`src/rtl/mult_seq_ctrl.sv`:
```
`default_nettype none
// ============================================================================
// Module   : mult_seq_ctrl
// Purpose  : Sequencing FSM for a shift-and-add multiplier datapath
//            (two's-complement or unsigned).
// Revision : 1.0
// ============================================================================
module mult_seq_ctrl #(
  parameter int WIDTH          = 8,
  parameter bit SIGNED_DEFAULT = 1'b1
) (
  input  logic                         clk,
  input  logic                         rst_n,
  input  logic                         i_run,
  input  logic                         i_clear_a_load_b,
  input  logic                         i_m,
  input  logic                         i_signed_sel,
  output logic                         o_add,
  output logic                         o_sub,
  output logic                         o_shift_en,
  output logic                         o_clear_xa,
  output logic                         o_load_b,
  output logic                         o_busy,
  output logic                         o_done,
  output logic [$clog2(WIDTH+1)-1:0]   o_iter
);

  localparam int                    c_ITER_W = $clog2(WIDTH + 1);
  localparam logic [c_ITER_W-1:0]   c_LAST   = c_ITER_W'(WIDTH - 1);
  localparam logic [c_ITER_W-1:0]   c_FULL   = c_ITER_W'(WIDTH);

  typedef enum logic [2:0] {
    S_IDLE  = 3'd0,
    S_LOAD  = 3'd1,
    S_START = 3'd2,
    S_ADD   = 3'd3,
    S_SHIFT = 3'd4,
    S_HALT  = 3'd5,
    S_WAIT  = 3'd6
  } state_t;

  state_t                r_state;
  state_t                w_next;
  logic [1:0]            r_rst_sync;
  logic [c_ITER_W-1:0]   r_iter;
  logic                  r_mode;
  logic                  r_need_release;
  logic                  w_ready;
  logic                  w_start;

  // Release of rst_n is retimed so the FSM cannot leave IDLE on the first edge.
  always_ff @(posedge clk or negedge rst_n) begin
    if (!rst_n) begin
      r_rst_sync <= 2'b00;
    end else begin
      r_rst_sync <= {r_rst_sync[0], 1'b1};
    end
  end

  assign w_ready = r_rst_sync[1];
  assign w_start = (r_state == S_IDLE) && i_run && !r_need_release;

  always_ff @(posedge clk or negedge rst_n) begin
    if (!rst_n) begin
      r_state <= S_IDLE;
    end else if (!w_ready) begin
      r_state <= S_IDLE;
    end else begin
      r_state <= w_next;
    end
  end

  // The press that leaves WAIT must be released before IDLE may start again.
  always_ff @(posedge clk or negedge rst_n) begin
    if (!rst_n) begin
      r_iter         <= '0;
      r_mode         <= SIGNED_DEFAULT;
      r_need_release <= 1'b0;
    end else if (w_ready) begin
      if (w_start) begin
        r_iter <= '0;
        r_mode <= i_signed_sel;
      end else if ((r_state == S_SHIFT) && (r_iter != c_FULL)) begin
        r_iter <= r_iter + c_ITER_W'(1);
      end

      if ((r_state == S_WAIT) && i_run) begin
        r_need_release <= 1'b1;
      end else if (!i_run) begin
        r_need_release <= 1'b0;
      end
    end
  end

  always_comb begin
    w_next     = r_state;
    o_add      = 1'b0;
    o_sub      = 1'b0;
    o_shift_en = 1'b0;
    o_clear_xa = 1'b0;
    o_load_b   = 1'b0;
    o_busy     = 1'b0;
    o_done     = 1'b0;

    case (r_state)
      S_IDLE: begin
        if (i_run) begin
          if (!r_need_release) begin
            w_next = S_START;
          end
        end else if (i_clear_a_load_b) begin
          w_next = S_LOAD;
        end
      end
      S_LOAD: begin
        o_load_b   = 1'b1;
        o_clear_xa = 1'b1;
        w_next     = S_IDLE;
      end
      S_START: begin
        o_clear_xa = 1'b1;
        o_busy     = 1'b1;
        w_next     = S_ADD;
      end
      S_ADD: begin
        o_busy = 1'b1;
        // Sign bit of a two's-complement multiplier carries negative weight.
        if ((r_iter == c_LAST) && r_mode) begin
          o_sub = i_m;
        end else begin
          o_add = i_m;
        end
        w_next = S_SHIFT;
      end
      S_SHIFT: begin
        o_busy     = 1'b1;
        o_shift_en = 1'b1;
        w_next     = (r_iter == c_LAST) ? S_HALT : S_ADD;
      end
      S_HALT: begin
        o_done = 1'b1;
        if (!i_run) begin
          w_next = S_WAIT;
        end
      end
      S_WAIT: begin
        if (i_run) begin
          w_next = S_IDLE;
        end
      end
      default: begin
        w_next = S_IDLE;
      end
    endcase
  end

  assign o_iter = r_iter;

endmodule
`default_nettype wire

```
`config.mk`:
```
export PLATFORM = sky130hd
export DESIGN_NAME = mult_seq_ctrl
export DESIGN_NICKNAME = d
export VERILOG_FILES = /design/src/rtl/mult_seq_ctrl.sv
export SDC_FILE = /design/constraint.sdc
export NUM_CORES = 1
export LEC_CHECK = 0
export ABC_CLOCK_PERIOD_IN_PS = 2600
export BUFFER_PORTS_ARGS = -buffer_cell sky130_fd_sc_hd__buf_2
export CAP_MARGIN = 40
export CELL_PAD_IN_SITES_DETAIL_PLACEMENT = 0
export CELL_PAD_IN_SITES_GLOBAL_PLACEMENT = 1
export CORE_ASPECT_RATIO = 0.8
export CORE_MARGIN = 5
export CORE_UTILIZATION = 41
export CTS_CLUSTER_SIZE = 40
export DETAILED_ROUTE_END_ITERATION = 16
export GPL_ROUTABILITY_DRIVEN = 0
export PLACE_DENSITY_LB_ADDON = 0.1
export SLEW_MARGIN = 25
export SYNTH_ARGS = -nofsm -noshare
export SYNTH_HDL_FRONTEND = slang
export SYNTH_SLANG_ARGS = --single-unit
```
`constraint.sdc`:
```
create_clock -name clk -period 2.6 [get_ports clk]
set_input_delay 0.52 -clock clk [delete_from_list [all_inputs] [get_ports clk]]
set_output_delay 0.52 -clock clk [all_outputs]
set_load 0.01 [all_outputs]
```
## After elaboration in Yosys (flattened, before gate mapping)

Cells that the tools add are included.

| storage, ports and cells | value |
|---|---|
| register bits | 11 |
| output and inout port bits | 11 |
| logic and storage cells | 54 |

| operators by class | value |
|---|---|
| add/subtract/negate cells | 1 |
| reductions and logical operators | 14 |
| eq/ne operators | 13 |
| muxes and demuxes | 21 |

Operator list:

| operator | count |
|---|---|
| $mux W3 | 7 |
| $pmux W3 S6 | 1 |
| $ne A4 B4 Y1 const B | 3 |
| $mux W1 | 11 |
| $eq A3 B3 Y1 const B | 3 |
| $mux W4 | 2 |
| $eq A3 B2 Y1 const B | 2 |
| $ne A3 B3 Y1 const B | 2 |
| $reduce_and A2 Y1 | 3 |
| $logic_and A1 B1 Y1 | 5 |
| $add A4 B1 Y4 const B | 1 |
| $eq A4 B3 Y1 const B | 1 |
| $reduce_and A4 Y1 | 1 |
| $eq A3 B1 Y1 const B | 1 |
| $logic_not A3 Y1 | 1 |
| $reduce_or A3 Y1 | 1 |
| $ne A2 B1 Y1 const B | 1 |
| $reduce_bool A2 Y1 | 1 |
| $reduce_or A2 Y1 | 1 |
| $logic_not A1 Y1 | 1 |

## Depth between registers and ports, before layout

Gate-level depths: netlist (run 1).

| logic depth | value |
|---|---|
| depth after elaboration | 5 |
| gate-level depth with buffers | 6 |
| gate-level depth less buffers | 6 |

## Worst setup path after synthesis (run 1)

OpenSTA, ideal clock, no wires.

| timing | value |
|---|---|
| path type | register to output |
| from | register r_iter[0] (netlist: o_iter[0]) |
| to | output port o_sub |
| data arrival time | 1.058 ns |
| buffers on the path | 0 |
| path slack | 1.022 ns |
| cell stages (with the launch flop) | 6 |
| path through | dfrtp_1 > ha_1 > nand2_1 > nor2_1 > nand2_1 > nor2_1 |

| on the way | value |
|---|---|
| cells in the longest elaborated chain, start to end | 4 |

Ends and longest elaborated chain:

| element | line | source |
|---|---|---|
| start, declared | 45 | `logic [c_ITER_W-1:0] r_iter;` |
| start signal, assigned | 84 | `r_iter <= r_iter + c_ITER_W'(1);` |
| $eq A4 B3 Y1 | 128 | `if ((r_iter == c_LAST) && r_mode) begin` |
| $logic_and A1 B1 Y1 | 128 |  |
| $mux W1 | 128 |  |
| $mux W1 | 105 | `case (r_state)` |
| end, declared | 19 | `output logic o_sub,` |

Every way passes these cells.

## Final worst setup path (run 1)

| timing | value |
|---|---|
| from | register r_state[1] |
| to | output port o_done |

| on the way | value |
|---|---|
| cells in the longest elaborated chain, start to end | 2 |

Ends and longest elaborated chain:

| element | line | source |
|---|---|---|
| start, declared | 42 | `state_t r_state;` |
| start signal, assigned | 69 | `r_state <= w_next;` |
| $eq A3 B3 Y1 | 105 |  |
| $mux W1 | 105 |  |
| end, declared | 24 | `output logic o_done,` |

Every way passes these cells.

==> results of run 1 <==
[layer usage]
layer	vias up	GRT usage
li1	306	-
met1	291	0.185
met2	13	0.191
met3	2	0.0503
met4	0	0.0417
met5	-	0
[through the flow]
stage / util / setup WS (ns) / instance area (um2)
finish: 0.503 / 0.507 / 842
floorplan: - / 1.02 / 744
global route: 0.503 / 0.397 / 842
global placement: 0.486 / 0.847 / 815
detailed placement: 0.486 / 0.813 / 815
CTS: 0.503 / 0.503 / 842
[sequential cells by signal (all words and copies together) (netlist names)]
name            cells
r_mode              1
r_rst_sync          2
r_need_release      1
r_state             3
o_iter              4
[cells in the final DEF, fill, tap and decap left out, types with 2 or more instances in the layout]
master,Yosys,layout
buf_2,0,16
dfrtp_1,10,10
nand2_1,8,8
inv_1,7,7
nor2_1,4,4
a21oi_1,4,4
nor3_1,3,3
mux2i_1,3,3
o211ai_1,3,3
clkbuf_4,0,3
nand2b_1,2,2
xnor2_1,2,2
nand4_1,2,2
nand3b_1,2,2
and2_1,2,2
ha_1,2,2
[final timing paths]
path | startpoint | to | slack, ns | depth (start not counted)
hold / removal | rst_n | r_state[1]$_DFFE_PN0P_ | 0.11 | 1
min in group clk | r_rst_sync[0]$_DFF_PN0_ | r_rst_sync[1]$_DFF_PN0_ | 0.35 | 0
hold reg to reg | r_rst_sync[0]$_DFF_PN0_ | r_rst_sync[1]$_DFF_PN0_ | 0.35 | 0
setup reg to reg | r_state[1]$_DFFE_PN0P_ | o_iter[0]$_DFFE_PN0P_ | 0.90 | 4
max in group asynchronous | rst_n | r_mode$_DFFE_PN1P_ | 2.21 | 1
setup / recovery | r_state[1]$_DFFE_PN0P_ | o_done | 0.51 | 4
[cells in the mapped netlist, types with 3 or more instances]
cell type  number  area, um2
dfrtp_1        10        250
nand2_1         8       30.0
inv_1           7       26.3
a21oi_1         4       20.0
nor2_1          4       15.0
buf_6           3       33.8
mux2i_1         3       30.0
nor3_1          3       15.0
o211ai_1        3       22.5
[worst max-delay path: stages (launching register included)]
cell and delay, ns:
dfrtp_1 0.57, nand2b_1 0.30, or2_1 0.26, inv_1 0.05, buf_2 0.12
[layout make-up]
type | instances | area share
Multi-Input combinational cell | 57 | 0.480
Clock buffer | 3 | 0.0267
Clock inverter | 1 | 0.00594
Timing Repair Buffer | 16 | 0.0951
Tap cell | 22 | 0.0327
Inverter | 7 | 0.0312
Sequential cell | 11 | 0.328
[cell families after synthesis]
kind of cell,count (synthesis),share of synthesized area
compound gates,15,0.155
xor+xnor,2,0.0235
fa+ha+maj,2,0.0336
buf+inv,11,0.0857
flops,11,0.371
mux,5,0.0706
other cells,1,0.00504
simple gates,32,0.255
[report_power, final]
| group | internal (mW) | switching, mW |
|---|---|---|
| sequential | 0.189 | 0.0281 |
| combinational | 0.0458 | 0.0465 |
| clock | 0.0569 | 0.0602 |
| total | 0.292 | 0.135 |
==> flow_metrics.tcl, run 1 <==
set metrics [dict create \
    rows 13 \
    clock_tree.root_cell "clkbuf_4" \
    num_antenna_cells 0 \
    ys_ff_latch 11 \
    dr_wl_met3_um 98 \
    wl_met2_um 651 \
    hold_viol_final 0 \
    portBuffers 16 \
    coreArea_um2 1680 \
    critical_path_required_ns 2.08 \
    ctsLongestPathBuffers 2 \
    synth-edff-count 0 \
    worst_pin_slew_ns 0.515 \
    postSynthCellCount 79 \
    grtUsageTotal 0.133 \
    synth_warnings 0 \
    cp-start-kind "flop" \
    die_w_um 57.6 \
    synthDistinctLibCells 37 \
    hold_class "input port to async pin" \
    netlist_area_um2 744 \
    criticalPathCategory "flop to primary output" \
    max_clock_freq_mhz 478 \
    rsz0062_at_grt "no" \
    cts_setup_buffers 0 \
    ir_drop_mv 0.238 \
    crit_arrival_ns 1.57 \
    clk_latency_ns 0.27 \
    fin_nets 104 \
    drive_above_1_share 0.295 \
    drv_cap 0 \
    drc_errors 0 \
    clkTransAtPathRegs_ns 0.08 \
    synth_flop_cell "dfrtp_1" \
    grt_pass1_wl_um 2700 \
    cts_resized 0 \
    crit_path_max_fanout 14 \
    io_pins 17 \
    grt_pass1_vias 557 \
    grt_start_max_net_pins 15 \
    timing.final.crit_share 0.805 \
    multi_input_area_um2 404 \
    min_period_ns 2.09 \
    die_area_um2 2770 \
    start_util 0.444 \
    area_growth_pct 13.1 \
    wl_per_cell_um 13.6 \
    place_inst 113 \
    ant_nets 0 \
    avgSynthCellArea_um2 9.42 \
    synth_fp_nets 87 \
    ctsHoldBuffers 0 \
    async_flop_share 1.00 \
    grt_antenna_before_repair 0 \
    relSlewSlack 0.656 \
    routed_via_density 5.23 \
    power.density_nw_per_um2 506 \
    fp.dieH_um 48.1 \
    top_layer_used "met4" \
    finalSetupViolCount 0 \
    seq_area_um2 277 \
    drv_slew 0 \
    ys_seq_area_frac 0.371 \
    vias 612 \
    dr.pass1.iters 4 \
    tritoncts "built" \
    cp-end-kind "primary output" \
    finalSetupTns_ns 0 \
    drt-met1-wl_um 829 \
    overflow 0 \
    instances_no_fill 117 \
    clkSinkCount 11 \
    wl_um 1590 \
    drt_iter0_drc 8 \
    p_leak_nw 0.414 \
    status "completed" \
    hpwlAfterDp_um 1160 \
    power.total_uw 426 \
    numCtsBuffers 3 \
    n_fill_cell 174 \
    ctsHtreeMaxLevel 1 \
    hold_ws_ns 0.114 \
    skew_ns 0.00971 \
]
Note: power is estimated with default switching activity, not from simulation.
==> run 2: changes to the inputs <==
--- a/config.mk
+++ b/config.mk
@@ -5,14 +5,14 @@
 export SDC_FILE = /design/constraint.sdc
 export NUM_CORES = 1
 export LEC_CHECK = 0
-export ABC_CLOCK_PERIOD_IN_PS = 2600
+export ABC_CLOCK_PERIOD_IN_PS = 1700
 export BUFFER_PORTS_ARGS = -buffer_cell sky130_fd_sc_hd__buf_2
 export CAP_MARGIN = 40
 export CELL_PAD_IN_SITES_DETAIL_PLACEMENT = 0
 export CELL_PAD_IN_SITES_GLOBAL_PLACEMENT = 1
 export CORE_ASPECT_RATIO = 0.8
 export CORE_MARGIN = 5
-export CORE_UTILIZATION = 41
+export CORE_UTILIZATION = 35
 export CTS_CLUSTER_SIZE = 40
 export DETAILED_ROUTE_END_ITERATION = 16
 export GPL_ROUTABILITY_DRIVEN = 0
==> constraint.sdc (replaced) <==
create_clock -name clk -period 1.7 [get_ports clk]
set_input_delay 0.34 -clock clk [delete_from_list [all_inputs] [get_ports clk]]
set_output_delay 0.34 -clock clk [all_outputs]
set_load 0.01 [all_outputs]
==> flow_metrics.tcl, run 2 (synthesis results as in run 1) <==
set metrics [dict create \
    status "completed" \
    die_w_um 61.6 \
    hp-start "i_signed_sel" \
    grt_pass1_vias 571 \
    drv_slew 0 \
    routed_via_density 4.73 \
    portBuffers 16 \
    largest_reg_flops 4 \
    max_clock_freq_mhz 601 \
    hpwlAfterDp_um 1180 \
    skew_ns 0.000661 \
    n_fill_cell 217 \
    whs_path_depth 2 \
    tritoncts "built" \
    finalSetupViolCount 0 \
    clkTransAtPathRegs_ns 0.07 \
    hold_class "input port to flop" \
    rows 15 \
    drv_cap 0 \
    criticalPathCategory "flop to primary output" \
    drt_iter0_drc 10 \
    wl_per_cell_um 12.2 \
    r2r_slack_ns 0.13 \
    clock_tree.root_cell "clkbuf_4" \
    clk_latency_ns 0.27 \
    drc_errors 0 \
    final_common_cell "buf_2" \
    ctsLongestPathBuffers 2 \
    place_inst 118 \
    power.density_nw_per_um2 710 \
    crit_arrival_ns 1.32 \
    final_cell_mix "16 x buf_2, 10 x buf_4, 7 x nand2_1, 7 x dfrtp_1, 6 x inv_1" \
    vias 619 \
    min_period_ns 1.66 \
    crit_family "flip-flops" \
    num_antenna_cells 0 \
    hold_viol_final 0 \
    clkSinkCount 11 \
    dr.pass1.iters 3 \
    worstReg2RegStart "r_state[1]$_DFFE_PN0P_" \
    timing.rr.end "o_iter[0]$_DFFE_PN0P_" \
    worst_slack_ns 0.0360 \
    fin_nets 115 \
    hold_ws_ns 0.287 \
    ant_nets 0 \
    cp-end-kind "primary output" \
    critPathBufInv 2 \
    timing.final.crit_share 0.979 \
    seq_area_um2 280 \
    numCtsBuffers 3 \
    crit_path_max_fanout 5 \
    die_area_um2 3160 \
    ctsHtreeMaxLevel 1 \
    grt_antenna_before_repair 0 \
    rsz0062_at_grt "yes" \
    grt_pass1_wl_um 2610 \
    critPathSlowestCell "dfrtp_2" \
    io_pins 17 \
    drive_above_1_share 0.434 \
    multi_input_area_um2 424 \
    p_leak_nw 0.464 \
    instances_no_fill 131 \
    area_growth_pct 28.2 \
    grt_start_max_net_pins 14 \
    hold_end "r_mode$_DFFE_PN1P_" \
    rr_worst_depth 5 \
    place_ws_ns 0.139 \
    coreArea_um2 2080 \
    start_util 0.357 \
    overflow 0 \
    worstPathCellList "buf_4 -> nor3_1 -> buf_2" \
    final_core_utilization 0.458 \
    wl_um 1600 \
    fp.dieH_um 51.3 \
    grtUsageTotal 0.113 \
    max_stage_delay_ns 0.44 \
    cp-start-kind "flop" \
    critical_path_required_ns 1.36 \
    ir_drop_mv 0.539 \
]
## run 2: final cells by class
class | instances | share of cell area
multi-input cells | 57 | 0.444
clock inverters | 1 | 0.00524
inverters | 7 | 0.0275
flip-flops and latches | 11 | 0.294
well taps | 25 | 0.0328
clock buffers | 3 | 0.0236
repair buffers | 27 | 0.173
## run 2: worst reg2reg max path, stage by stage (launching register included)
cell	delay (ns)
dfrtp_2	0.44
buf_4	0.16
nor4b_2	0.30
a22oi_1	0.12
nand2b_1	0.16
mux2_2	0.27
## run 2: through the flow
stage / setup TNS, ns / power (mW) / instance area [um2]
final: 0 / 0.677 / 955
after global routing: -0.0496 / 0.727 / 955
after CTS: 0 / 0.681 / 900
after detailed placement: 0 / 0.488 / 833
after global placement: 0 / 0.491 / 833
after floorplan: 0 / 0.442 / 744
## run 2: power breakdown
group / internal (mW) / switching [mW] / leakage, nW
combinational: 0.0923 / 0.0900 / 0.308
sequential: 0.291 / 0.0291 / 0.139
clock: 0.0870 / 0.0882 / 0.0177
## run 2: layer usage
| metal | GRT usage | routed length, um |
|---|---|---|
| met5 | 0 | 0 |
| met4 | 0.0212 | 6 |
| met3 | 0.0530 | 92 |
| met2 | 0.152 | 679 |
| met1 | 0.165 | 824 |
## run 2: worst max path at each step
stage | depth (start not counted) | slack, ns | endpoint | start
floorplan | 5 | 0.29 | o_iter[0]$_DFFE_PN0P_ | r_state[0]$_DFFE_PN0P_
global placement | 3 | 0.16 | o_load_b | r_state[0]$_DFFE_PN0P_
detailed placement | 4 | 0.14 | o_iter[0]$_DFFE_PN0P_ | r_state[2]$_DFFE_PN0P_
CTS | 4 | 0.01 | o_done | r_state[2]$_DFFE_PN0P_
global route | 4 | -0.02 | o_add | r_state[2]$_DFFE_PN0P_
finish | 3 | 0.04 | o_load_b | r_state[1]$_DFFE_PN0P_
## run 2: timing repair
action / CTS / global route
setup buffers: 3 / 5
hold buffers: 1 / 0
resized for setup: 4 / 5
hold endpoints to repair: 10 / 0
pin swaps: 0 / 3
setup endpoints to repair: 5 / 5
